File: src/rtl/tile_pkg.sv
// Shared tile-map definitions: tile types, map geometry and the level ROM contents.
// The ROM is built by a constant function so each level reads as a readable rule set.
package tile_pkg;

   typedef enum logic [1:0] {
      EMPTY  = 2'd0,
      BRICK  = 2'd1,
      SPRING = 2'd2,
      STAR   = 2'd3
   } tile_type_e;

   localparam int MAP_DIM    = 8;
   localparam int MAP_SIZE   = 64;
   localparam int NUM_LEVELS = 4;

   typedef logic [NUM_LEVELS-1:0][MAP_SIZE-1:0][1:0] level_rom_t;

   function automatic logic [5:0] tileIndex(input logic [2:0] x, input logic [2:0] y);
      return {y, x};
   endfunction

   // Layout rules per level; later rules override earlier ones on the same tile.
   function automatic logic [1:0] levelTile(input int lvl, input int x, input int y);
      logic [1:0] t;
      t = EMPTY;
      case (lvl)
         0: begin
            if (y == 7) t = BRICK;
            if ((x == 5 && y == 2) || (x == 1 && y == 6)) t = STAR;
            if (x == 3 && y == 6) t = SPRING;
         end
         1: begin
            if (y == 7) t = BRICK;
            if (y == 1 && (x % 2) == 0) t = STAR;
            if (x == 0 && y == 5) t = SPRING;
         end
         2: begin
            if (y == 7) t = BRICK;
            if (y == 4 && x != 3 && x != 4) t = BRICK;
            if (x == y && y < 4) t = STAR;
            if (x == 6 && y == 6) t = SPRING;
         end
         default: begin
            if (x == 0 || x == 7 || y == 7) t = BRICK;
            if ((x == 2 || x == 5) && (y == 2 || y == 5)) t = STAR;
            if ((x == 3 || x == 4) && y == 6) t = SPRING;
         end
      endcase
      return t;
   endfunction

   function automatic level_rom_t buildLevelRom();
      level_rom_t rom;
      rom = '0;
      for (int l = 0; l < NUM_LEVELS; l++) begin
         for (int i = 0; i < MAP_SIZE; i++) begin
            rom[l][i] = levelTile(l, i % MAP_DIM, i / MAP_DIM);
         end
      end
      return rom;
   endfunction

   localparam level_rom_t LEVEL_ROM = buildLevelRom();

endpackage

File: src/rtl/tile_level_rom.sv
// Combinational level ROM lookup: returns the tile stored for a level at a map index.
module tile_level_rom
   import tile_pkg::*;
(
   input  logic [1:0] level,
   input  logic [5:0] idx,
   output logic [1:0] tile
);

   assign tile = LEVEL_ROM[level][idx];

endmodule

File: src/rtl/tile_map_ctrl.sv
// Tile map controller: loads a level from ROM one tile per cycle, serves display
// reads with one cycle of latency, and resolves ball hits by clearing stars.
module tile_map_ctrl
   import tile_pkg::*;
#(
   parameter bit AUTO_LOAD = 1'b0
) (
   input  logic       clk,
   input  logic       resetN,
   input  logic [2:0] Xnum,
   input  logic [2:0] Ynum,
   output logic [1:0] Tile_Type,
   input  logic       loadReq,
   input  logic [1:0] level,
   output logic       busy,
   output logic       loadDone,
   input  logic       hitReq,
   input  logic [2:0] hitX,
   input  logic [2:0] hitY,
   output logic       hitAck,
   output logic       hitStar,
   output logic [6:0] starsLeft,
   output logic       levelClear
);

   localparam logic [0:0] IDLE = 1'b0;
   localparam logic [0:0] LOAD = 1'b1;

   logic [0:0]             state;
   logic [5:0]             cnt;
   logic [1:0]             levelLatched;
   logic                   loaded;
   logic                   autoPending;
   logic [MAP_SIZE-1:0][1:0] mapReg;
   logic [1:0]             tileReg;

   logic       startLoad;
   logic [1:0] startLevel;
   logic       acceptHit;
   logic [5:0] hitIdx;
   logic [5:0] rdIdx;
   logic [1:0] hitTile;
   logic [1:0] romTile;

   tile_level_rom uRom (
      .level (levelLatched),
      .idx   (cnt),
      .tile  (romTile)
   );

   // An automatic post-reset load behaves exactly like a loadReq for level 0.
   assign startLoad  = (state == IDLE) && (loadReq || autoPending);
   assign startLevel = autoPending ? 2'd0 : level;
   assign acceptHit  = hitReq && (state == IDLE) && !startLoad;
   assign hitIdx     = tileIndex(hitX, hitY);
   assign rdIdx      = tileIndex(Xnum, Ynum);
   assign hitTile    = mapReg[hitIdx];

   assign busy       = (state == LOAD);
   assign Tile_Type  = busy ? 2'(EMPTY) : tileReg;
   assign levelClear = loaded && (starsLeft == 7'd0);

   always_ff @(posedge clk or negedge resetN) begin
      if (!resetN) begin
         state        <= IDLE;
         cnt          <= '0;
         levelLatched <= '0;
         loaded       <= 1'b0;
         loadDone     <= 1'b0;
         autoPending  <= AUTO_LOAD;
         starsLeft    <= '0;
         mapReg       <= '0;
      end else begin
         loadDone <= 1'b0;
         if (startLoad) begin
            state        <= LOAD;
            levelLatched <= startLevel;
            cnt          <= '0;
            starsLeft    <= '0;
            loaded       <= 1'b0;
            autoPending  <= 1'b0;
         end else if (state == LOAD) begin
            mapReg[cnt] <= romTile;
            if (romTile == STAR) starsLeft <= starsLeft + 7'd1;
            cnt <= cnt + 6'd1;
            if (cnt == 6'd63) begin
               state    <= IDLE;
               loadDone <= 1'b1;
               loaded   <= 1'b1;
            end
         end else if (acceptHit && hitTile == STAR) begin
            mapReg[hitIdx] <= EMPTY;
            if (starsLeft != 7'd0) starsLeft <= starsLeft - 7'd1;
         end
      end
   end

   always_ff @(posedge clk or negedge resetN) begin
      if (!resetN) begin
         hitAck  <= 1'b0;
         hitStar <= 1'b0;
         tileReg <= '0;
      end else begin
         hitAck  <= acceptHit;
         hitStar <= acceptHit && (hitTile == STAR);
         tileReg <= mapReg[rdIdx];
      end
   end

endmodule

File: config.mk
export PLATFORM = sky130hd
export DESIGN_NAME = tile_map_ctrl
export DESIGN_NICKNAME = d
export VERILOG_FILES = /design/src/rtl/tile_pkg.sv /design/src/rtl/tile_level_rom.sv /design/src/rtl/tile_map_ctrl.sv
export SDC_FILE = /design/constraint.sdc
export NUM_CORES = 1
export LEC_CHECK = 0
export CAP_MARGIN = 5
export CORE_MARGIN = 2
export CORE_UTILIZATION = 63
export DETAILED_ROUTE_END_ITERATION = 16
export PLACE_DENSITY_LB_ADDON = 0.2
export SYNTH_ARGS = -nofsm -noshare
export SYNTH_HDL_FRONTEND = slang
export SYNTH_SLANG_ARGS = --single-unit
File: constraint.sdc
create_clock -name clk -period 3.4 [get_ports clk]
set_clock_uncertainty 0.2 [all_clocks]
set_input_delay 0.68 -clock clk [delete_from_list [all_inputs] [get_ports clk]]
set_output_delay 0.68 -clock clk [all_outputs]
set_load 0.05 [all_outputs]
==> impl_results.rst, run 1 <==
.. list-table::
   :header-rows: 1

   * - Metric
     - Value
   * - Number of global-route vias before repair
     - about 8400
   * - Crit path largest cell delay
     - approximately 0.6 ns
   * - Synth unique cells
     - 76
   * - Detail-routed via count per cell
     - between 6 and 7
   * - Number of antenna violations at the first check in global routing
     - 0
   * - Fraction of the cycle the final worst path needs
     - a little over nine tenths
   * - Maximum resistive drop on vdd
     - roughly 700 uV
   * - Max Fanout on Critical Path
     - 16
   * - Average size of a mapped cell
     - approximately 9.5 sq um
   * - Post-synth EDFFs
     - 0
   * - Max Freq
     - a little over 300 MHz
   * - Gate family responsible for the most delay along the worst path
     - buffers and inverters
   * - Total core area
     - approximately 15000 sq um
   * - Critical Path Sink Type
     - register
   * - Share of layout cells above drive strength 1
     - a little under a fifth
   * - Antenna viol nets, final
     - 0
   * - Setup repair bufs after CTS
     - 0
   * - Critical path arrival
     - about 3.3 ns
   * - CTS tree
     - done
   * - Worst hold margin
     - 0.0981 ns
   * - Leakage power
     - 5.16 nW
   * - Residual DRC count
     - 0
   * - Total routing resource utilization after global routing
     - between 30% and 40%
   * - Area Growth Syn to Fin
     - 14.6%
   * - Clock transition at the registers of the reported paths
     - around 0.06 ns
   * - Total length of routed wires
     - slightly above 30 mm
   * - Count of buffers from port buffering
     - 31
   * - Clock Sinks
     - 150
   * - Die width
     - roughly 130 um
   * - Cell-by-cell trace of the critical path
     - clkdlybuf4s50_1 > buf_4 > inv_1 > nor3_1 > a2111oi_1 > nand4_1 > buf_4 > nand3_2 > buf_4 > a21oi_1 > nor2b_1
   * - Status
     - finished clean
   * - Nets
     - roughly 1100
   * - Fraction of registers with async set or reset after synthesis
     - 100%
   * - Min cycle time layout
     - between 3 and 4 ns
   * - Flop and latch count out of synthesis
     - 150
   * - Element type at the critical path start
     - primary input
   * - Global-route wire length before repair
     - between 40 and 50 mm
   * - Setup violations, final
     - 0
   * - Effective utilization at floorplan
     - 64.0%
   * - End of the worst register-to-register path
     - mapReg[66]
   * - Worst Path Buf+Inv
     - 5
   * - Share of the core filled with cells in the final layout
     - around three quarters
   * - Source of the worst register-to-register timing path
     - mapReg[30]
   * - # fillers
     - 1092
   * - Tightest slew margin relative to the limit
     - 29.2%
   * - Classification of the worst setup path
     - primary input to register
   * - Area occupied by multi-input gates
     - about 5300 sq um
   * - Clock latency on the worst-skew pair
     - about 0.43 ns
   * - Area taken by flip-flops and latches
     - about 3800 sq um
   * - Total CTS buffers
     - 17
   * - Setup Total Neg Slack
     - 0 ns
   * - Worst-case reg-to-reg path depth
     - 10
   * - Vias
     - between 8000 and 9000
   * - Cell Count Post-Placement
     - between 1000 and 1500
   * - Antenna diodes
     - 0
   * - Non-Filler Instances
     - 1274
   * - Placement row count
     - between 40 and 50
   * - Hold Path Class
     - primary input to asynchronous set/reset pin
   * - Number of standard cells after synthesis
     - 1026
   * - Total count of hold-check failures in the final report
     - 0
   * - Post-synthesis sequential area ratio
     - 38.7%
   * - TritonRoute pass-1 iters
     - 7
   * - Cell type of the slowest stage on the worst timing path
     - clkdlybuf4s50_1
   * - CTS Buffer Depth
     - 2
   * - Clock tree root buffer cell
     - clkbuf_16
   * - Post-DP HPWL
     - 20.8 mm
   * - Maximum number of pins on one net before global-route repair
     - 80
   * - Worst Path Required
     - approximately 3.5 ns
   * - Post-DR wirelength/cell
     - between 20 and 25 um
   * - Routability congestion estimate
     - 1.06
   * - Die span in y
     - between 100 and 150 um
   * - Most numerous cell on the critical path
     - buf_4
   * - H-tree depth
     - 4
   * - Net count of the mapped netlist
     - 1058
   * - Number of DRC violations after detailed-routing iteration 0
     - roughly 1400
   * - Number of max-cap violations
     - 0
   * - Setup repair after global routing missed its margin
     - no
   * - Least-Margin Pin Slew
     - ~1.1 ns
   * - Pwr per Cell Area
     - 696 nW/um^2
   * - Reg-to-reg slack, setup
     - about 0.35 ns
   * - Synth Warn #
     - 0
   * - Final Slew Violations
     - 0
   * - Overflow after GRT
     - 0
   * - DIE AREA
     - between 15000 and 20000 sq um
   * - Count of boundary I/O pins
     - 32
   * - Area of the mapped netlist
     - around 9700 sq um
   * - Total power after layout
     - between 7 and 8 mW
   * - Main flop type after synthesis
     - dfrtp_1
-- worst reg2reg max path, stage by stage, from the launching register on --
cell and delay (ns):
dfrtp_1 0.39, mux2_2 0.29, a221oi_1 0.32, o22ai_1 0.20, a2111oi_1 0.45, nand4_1 0.24
buf_4 0.20, nand3_2 0.10, buf_4 0.25, a21oi_1 0.15, o21ai_0 0.17
-- worst max-delay path by stage --
| stage | depth (start not counted) | start | slack (ns) | to |
|---|---|---|---|---|
| floorplan | 5 | Xnum[0] | 0.16 | tileReg[0] |
| global placement | 11 | hitX[0] | -0.25 | starsLeft[4] |
| detailed placement | 12 | hitX[0] | -0.30 | mapReg[40] |
| CTS | 12 | hitX[0] | 0.09 | mapReg[41] |
| global route | 13 | hitX[0] | 0.01 | mapReg[0] |
| finish | 11 | hitY[0] | 0.15 | mapReg[41] |
-- cells in the mapped netlist, types with 3 or more instances --
library cell	n	share of area [%]
mux4_1	8	2.2
nor3_1	9	0.46
nor3b_1	3	0.23
inv_1	60	2.3
buf_6	6	0.70
nand2b_1	11	0.71
nor2_1	28	1.1
buf_4	5	0.39
clkbuf_1	43	1.7
ha_1	13	1.7
nand4_1	4	0.26
mux4_2	45	10
nand3_1	41	2.1
xnor2_1	5	0.45
and3b_1	8	0.72
buf_2	19	0.98
dfrtp_1	150	39
and2_1	7	0.45
buf_1	12	0.46
nor2b_1	82	5.3
or3b_2	3	0.27
o22ai_1	14	0.90
a31oi_1	3	0.19
o211ai_1	7	0.54
o21ai_1	4	0.21
and3_1	10	0.65
mux2_2	15	1.7
a21boi_0	3	0.23
a21o_1	7	0.54
nand3b_1	6	0.46
a21oi_1	141	7.3
nand2_1	104	4.0
a221oi_1	7	0.63
o21ai_0	64	3.3
or2_2	3	0.19
a22oi_1	4	0.31
mux2i_1	23	2.4
-- cell usage in the layout (no fill, tap or decap), types with 26 or more instances in the layout --
cell,netlist,final
nand3_1,41,40
nand2_1,104,104
mux4_2,45,45
a21oi_1,141,141
inv_1,60,60
o21ai_0,64,64
buf_4,5,82
clkdlybuf4s50_1,0,26
nor2_1,28,28
dfrtp_1,150,149
nor2b_1,82,82
-- state kept, by name (all words and copies together), names as in the netlist --
name / flops
hitStar: 1
cnt: 6
tileReg: 2
loaded: 1
loadDone: 1
mapReg: 128
busy: 1
hitAck: 1
starsLeft: 7
levelLatched: 2
-- timing repair --
action,CTS,global route
hold buffers,0,0
setup endpoints to repair,0,134
gates resized for setup,0,4
-- per-stage QoR --
step | setup slack [ns] | cell area (sq um)
2_1_floorplan | 0.158 | 9700
3_3_place_gp | -0.252 | 10500
6_report | 0.151 | 11100
5_1_grt | 0.0143 | 11100
3_5_place_dp | -0.300 | 10500
4_1_cts | 0.0892 | 11100
-- layer usage --
layer / vias up / wire length (um) / GRT usage (%)
met2: 616 / 13200 / 57.3
met1: 4133 / 11500 / 52.5
met3: 143 / 4050 / 12.0
met5: - / 0 / 0
met4: 0 / 1570 / 17.0
li1: 3766 / - / -
-- cells by family (layout without fill, tap and decap cells) --
kind of cell | count (synthesis) | in the layout | share of synthesized area [%]
multiplexers | 92 | 92 | 16.9
AND/OR/NAND/NOR | 333 | 333 | 18.1
flip-flops | 150 | 150 | 38.7
XOR/XNOR | 7 | 7 | 0.632
adder cells (fa/ha/maj) | 14 | 14 | 1.88
buffers and inverters | 147 | 207 | 6.72
AO/OA/AOI/OAI | 283 | 283 | 17.0
-- where the power goes --
group	internal (mW)	leakage [nW]	switching, mW
clock	1.20	0.288	0.734
combinational	1.24	2.97	1.88
sequential	2.17	1.91	0.504
-- layout make-up --
type,count,area share (%)
tap,188,2.12
sequential,150,33.8
multi-input combinational,729,47.7
timing repair buffer,117,8.94
clock buffer,22,4.27
inverter,60,2.03
clock inverter,8,1.11
No activity file was read; power rests on OpenSTA's default activity.
==> inputs of run 2 (changes only) <==
--- a/config.mk
+++ b/config.mk
@@ -5,7 +5,6 @@
 export SDC_FILE = /design/constraint.sdc
 export NUM_CORES = 1
 export LEC_CHECK = 0
-export CAP_MARGIN = 5
 export CORE_MARGIN = 2
 export CORE_UTILIZATION = 63
 export DETAILED_ROUTE_END_ITERATION = 16
==> results of run 2 <==
No change in the layout: final DEF, timing and power equal those of run 1.
==> inputs of run 3 (changes only) <==
--- a/config.mk
+++ b/config.mk
@@ -8,6 +8,7 @@
 export CORE_MARGIN = 2
 export CORE_UTILIZATION = 63
 export DETAILED_ROUTE_END_ITERATION = 16
+export GPL_ROUTABILITY_DRIVEN = 0
 export PLACE_DENSITY_LB_ADDON = 0.2
 export SYNTH_ARGS = -nofsm -noshare
 export SYNTH_HDL_FRONTEND = slang
==> run 3 against run 2 <==
Against the previous run:
- hold slack worse by 0.097 ns
- count of clock-buffer cells in the layout is 2 lower
- critical path depth increased by 2
- global-route usage fell by 0.35 points
- setup slack got worse by 0.022 ns
- routed wire length is essentially flat
- maximum frequency shrank 0.67%
- first-iteration DRC count is 3.7% lower
- core utilization increased by 0.42 points
- critical path type unchanged
- largest power group unchanged
==> impl_results.rst, run 3 (same netlist as run 1, synthesis figures left out) <==
.. list-table::
   :header-rows: 1

   * - Metric
     - Value
   * - Classification of the worst setup path
     - primary input to register (unchanged)
   * - Sum of routed wire segments on met1
     - 11.4 mm (was 11.5 mm)
   * - Nets
     - 1109 (was 1107)
   * - Net switching power
     - 3.17 mW (was 3.12 mW)
   * - Share of layout cells above drive strength 1
     - 18.6% (was 18.1%)
   * - Proportion of power drawn by combinational gates
     - 40.4% (about the same)
   * - Count of boundary I/O pins
     - 32 (unchanged)
   * - Setup repair bufs after CTS
     - 0 (unchanged)
   * - CTS Buffer Depth
     - 2 (unchanged)
   * - Pwr per Cell Area
     - 695 nW/um^2 (was 696 nW/um^2)
   * - Total cell area at the placement stage
     - 10600 sq um (was 10500 sq um)
   * - Most used cells in the layout excluding fill and tap cells
     - dfrtp_1 (149), a21oi_1 (141), nand2_1 (104) (unchanged)
   * - Effective utilization at floorplan
     - 64.0% (unchanged)
   * - Total core area
     - 15100 sq um (unchanged)
   * - Die width
     - 128 um (unchanged)
   * - Worst Path Required
     - 3.53 ns (was 3.49 ns)
   * - Cell type of the slowest stage on the worst timing path
     - a2111oi_0 (was clkdlybuf4s50_1)
   * - Placement row count
     - 45 (unchanged)
   * - Hold Path Class
     - primary input to asynchronous set/reset pin (unchanged)
   * - Antenna diodes
     - 0 (unchanged)
   * - Overflow after GRT
     - 0 (unchanged)
   * - Clock Sinks
     - 150 (unchanged)
   * - H-tree depth
     - 4 (unchanged)
   * - Setup violations, final
     - 0 (unchanged)
   * - Reg power frac
     - 34.6% (about the same)
   * - Register bank with the most flops
     - mapReg (unchanged)
   * - Gate family responsible for the most delay along the worst path
     - buffers and inverters (unchanged)
   * - Total count of hold-check failures in the final report
     - 0 (unchanged)
   * - Die span in y
     - 128 um (unchanged)
   * - CTS tree
     - done (unchanged)
   * - Post-DR wirelength/cell
     - 23.7 um (was 23.8 um)
   * - Min cycle time layout
     - 3.27 ns (was 3.25 ns)
   * - Maximum resistive drop on vdd
     - 761 uV (was 705 uV)
   * - Vias
     - 8705 (was 8658)
   * - Final Instance Area
     - 11200 sq um (was 11100 sq um)
   * - Metal3 WL
     - 4.07 mm (was 4.05 mm)
   * - Tightest slew margin relative to the limit
     - 51.0% (was 29.2%)
   * - Antenna viol nets, final
     - 0 (unchanged)
   * - TritonRoute pass-1 iters
     - 6 (was 7)
   * - Maximum number of pins on one net before global-route repair
     - 54 (was 80)
   * - DIE AREA
     - 16400 sq um (unchanged)
   * - Share of the core filled with cells in the final layout
     - 73.8% (was 73.3%)
   * - Element type at the critical path start
     - primary input (unchanged)
   * - Most numerous cell on the critical path
     - buf_4 (unchanged)
   * - Clock transition at the registers of the reported paths
     - 0.06 ns (about the same)
   * - Total power after layout
     - 7.76 mW (was 7.73 mW)
   * - Setup repair after global routing missed its margin
     - no (unchanged)
   * - Crit path largest cell delay
     - 0.31 ns (was 0.61 ns)
   * - Detail Route met2 WL
     - 13.2 mm (about the same)
   * - Most common cell after layout, fill and taps aside
     - dfrtp_1 (unchanged)
   * - Max Freq
     - 306 MHz (was 308 MHz)
   * - Clock latency on the worst-skew pair
     - 0.43 ns (about the same)
   * - Int Pwr
     - 4.59 mW (was 4.61 mW)
   * - Setup Total Neg Slack
     - 0 ns (unchanged)
   * - Area Growth Syn to Fin
     - 15.2% (was 14.6%)
   * - Number of DRC violations after detailed-routing iteration 0
     - 1312 (was 1363)
   * - Residual DRC count
     - 0 (unchanged)
   * - Number of antenna violations at the first check in global routing
     - 0 (unchanged)
   * - Count of buffers from port buffering
     - 31 (unchanged)
   * - Status
     - finished clean (unchanged)
   * - Worst Path Buf+Inv
     - 5 (unchanged)
   * - Global-route wire length before repair
     - 47.3 mm (about the same)
   * - Cell-by-cell trace of the critical path
     - buf_2 > buf_6 > and3b_1 > o21ai_1 > a21boi_0 > buf_4 > a2111oi_0 > nand4_1 > buf_4 > nand3_2 > buf_12 > a21oi_1 > o21ai_0 (was clkdlybuf4s50_1 > buf_4 > inv_1 > nor3_1 > a2111oi_1 > nand4_1 > buf_4 > nand3_2 > buf_4 > a21oi_1 > nor2b_1)
   * - Clock tree root buffer cell
     - clkbuf_16 (unchanged)
   * - Final Slew Violations
     - 0 (unchanged)
   * - Fraction of the cycle the final worst path needs
     - 96.2% (was 95.6%)
   * - Least-Margin Pin Slew
     - 0.732 ns (was 1.05 ns)
   * - Number of max-cap violations
     - 0 (unchanged)
   * - Number of global-route vias before repair
     - 8396 (was 8384)
   * - Critical path arrival
     - 3.40 ns (was 3.34 ns)
   * - Switching part of the total power
     - 40.9% (was 40.4%)
   * - Max Fanout on Critical Path
     - 42 (was 16)
   * - Total CTS buffers
     - 17 (unchanged)
   * - Highest metal layer used by the detailed router
     - met4 (unchanged)
   * - Post-DP HPWL
     - 20.6 mm (was 20.8 mm)
   * - Clock share of power
     - 24.9% (was 25.1%)
   * - Largest registers
     - mapReg: 128 flops, starsLeft: 7 flops, cnt: 6 flops (unchanged)
   * - Critical Path Sink Type
     - register (unchanged)
   * - Total length of routed wires
     - 30.3 mm (about the same)
   * - Leakage power
     - 5.20 nW (was 5.16 nW)
   * - Max reg flops
     - 128 (unchanged)
   * - Total routing resource utilization after global routing
     - 38.2% (was 38.5%)
   * - Detail-routed via count per cell
     - 6.81 (was 6.80)
==> run 3: cell count changes in the layout (fill, tap and decap cells not counted), sizes merged <==
cell,previous run,this run
buf,91,93
bufinv,3,2
clkbuf,22,20
clkinv,3,5
clkinvlp,2,3
inv,60,62
==> run 3: cell type report <==
type / count / area, sq um
multi-input combinational: 729 / 5300
fill: 1077 / 3970
sequential: 150 / 3750
timing repair buffer: 119 / 1050
clock buffer: 20 / 467
tap: 188 / 235
inverter: 60 / 225
clock inverter: 12 / 144
==> run 3: path summary, 6_finish.rpt <==
check	startpoint	end	slack, ns	cells past startpoint
setup reg to reg	levelLatched[1]	starsLeft[6]	0.37	10
min in group clk	loaded	loaded	0.29	1
setup / recovery	hitX[1]	mapReg[55]	0.13	13
max in group asynchronous	resetN	mapReg[22]	2.26	2
hold reg to reg	loaded	loaded	0.29	1
hold / removal	resetN	mapReg[61]	0.0009	1
==> run 3: what timing repair did <==
action | 4_1_cts | 5_1_grt
hold buffers | 0 | 0
gates resized for setup | 1 | 2
endpoints found under the hold margin | 0 | 0
setup endpoints to repair | 3 | 103
gates cloned | 0 | 0
==> run 3: metrics by stage <==
stage               setup WS, ns  instances  hold slack (ns)
CTS                       0.0120       1278           0.0102
global route              0.0492       1278           0.0175
global placement          -0.301       1246            0.262
finish                     0.129       1278         0.000895
floorplan                  0.158       1026            0.184
detailed placement        -0.420       1246            0.278
==> run 3: metal layers <==
metal | up-vias | GRT usage (%)
li1 | 3777 | -
met1 | 4123 | 53.0
met2 | 648 | 56.1
met3 | 157 | 10.9
met4 | 0 | 17.5
met5 | - | 0
==> run 3: power by group through the flow <==
stage | clock network (mW) | registers, mW | logic, mW
floorplan | 0 | 2.57 | 2.02
global placement | 0 | 2.66 | 2.94
finish | 1.94 | 2.69 | 3.14
detailed placement | 0 | 2.68 | 3.01
global route | 2.02 | 2.73 | 3.32
CTS | 1.94 | 2.66 | 3.04
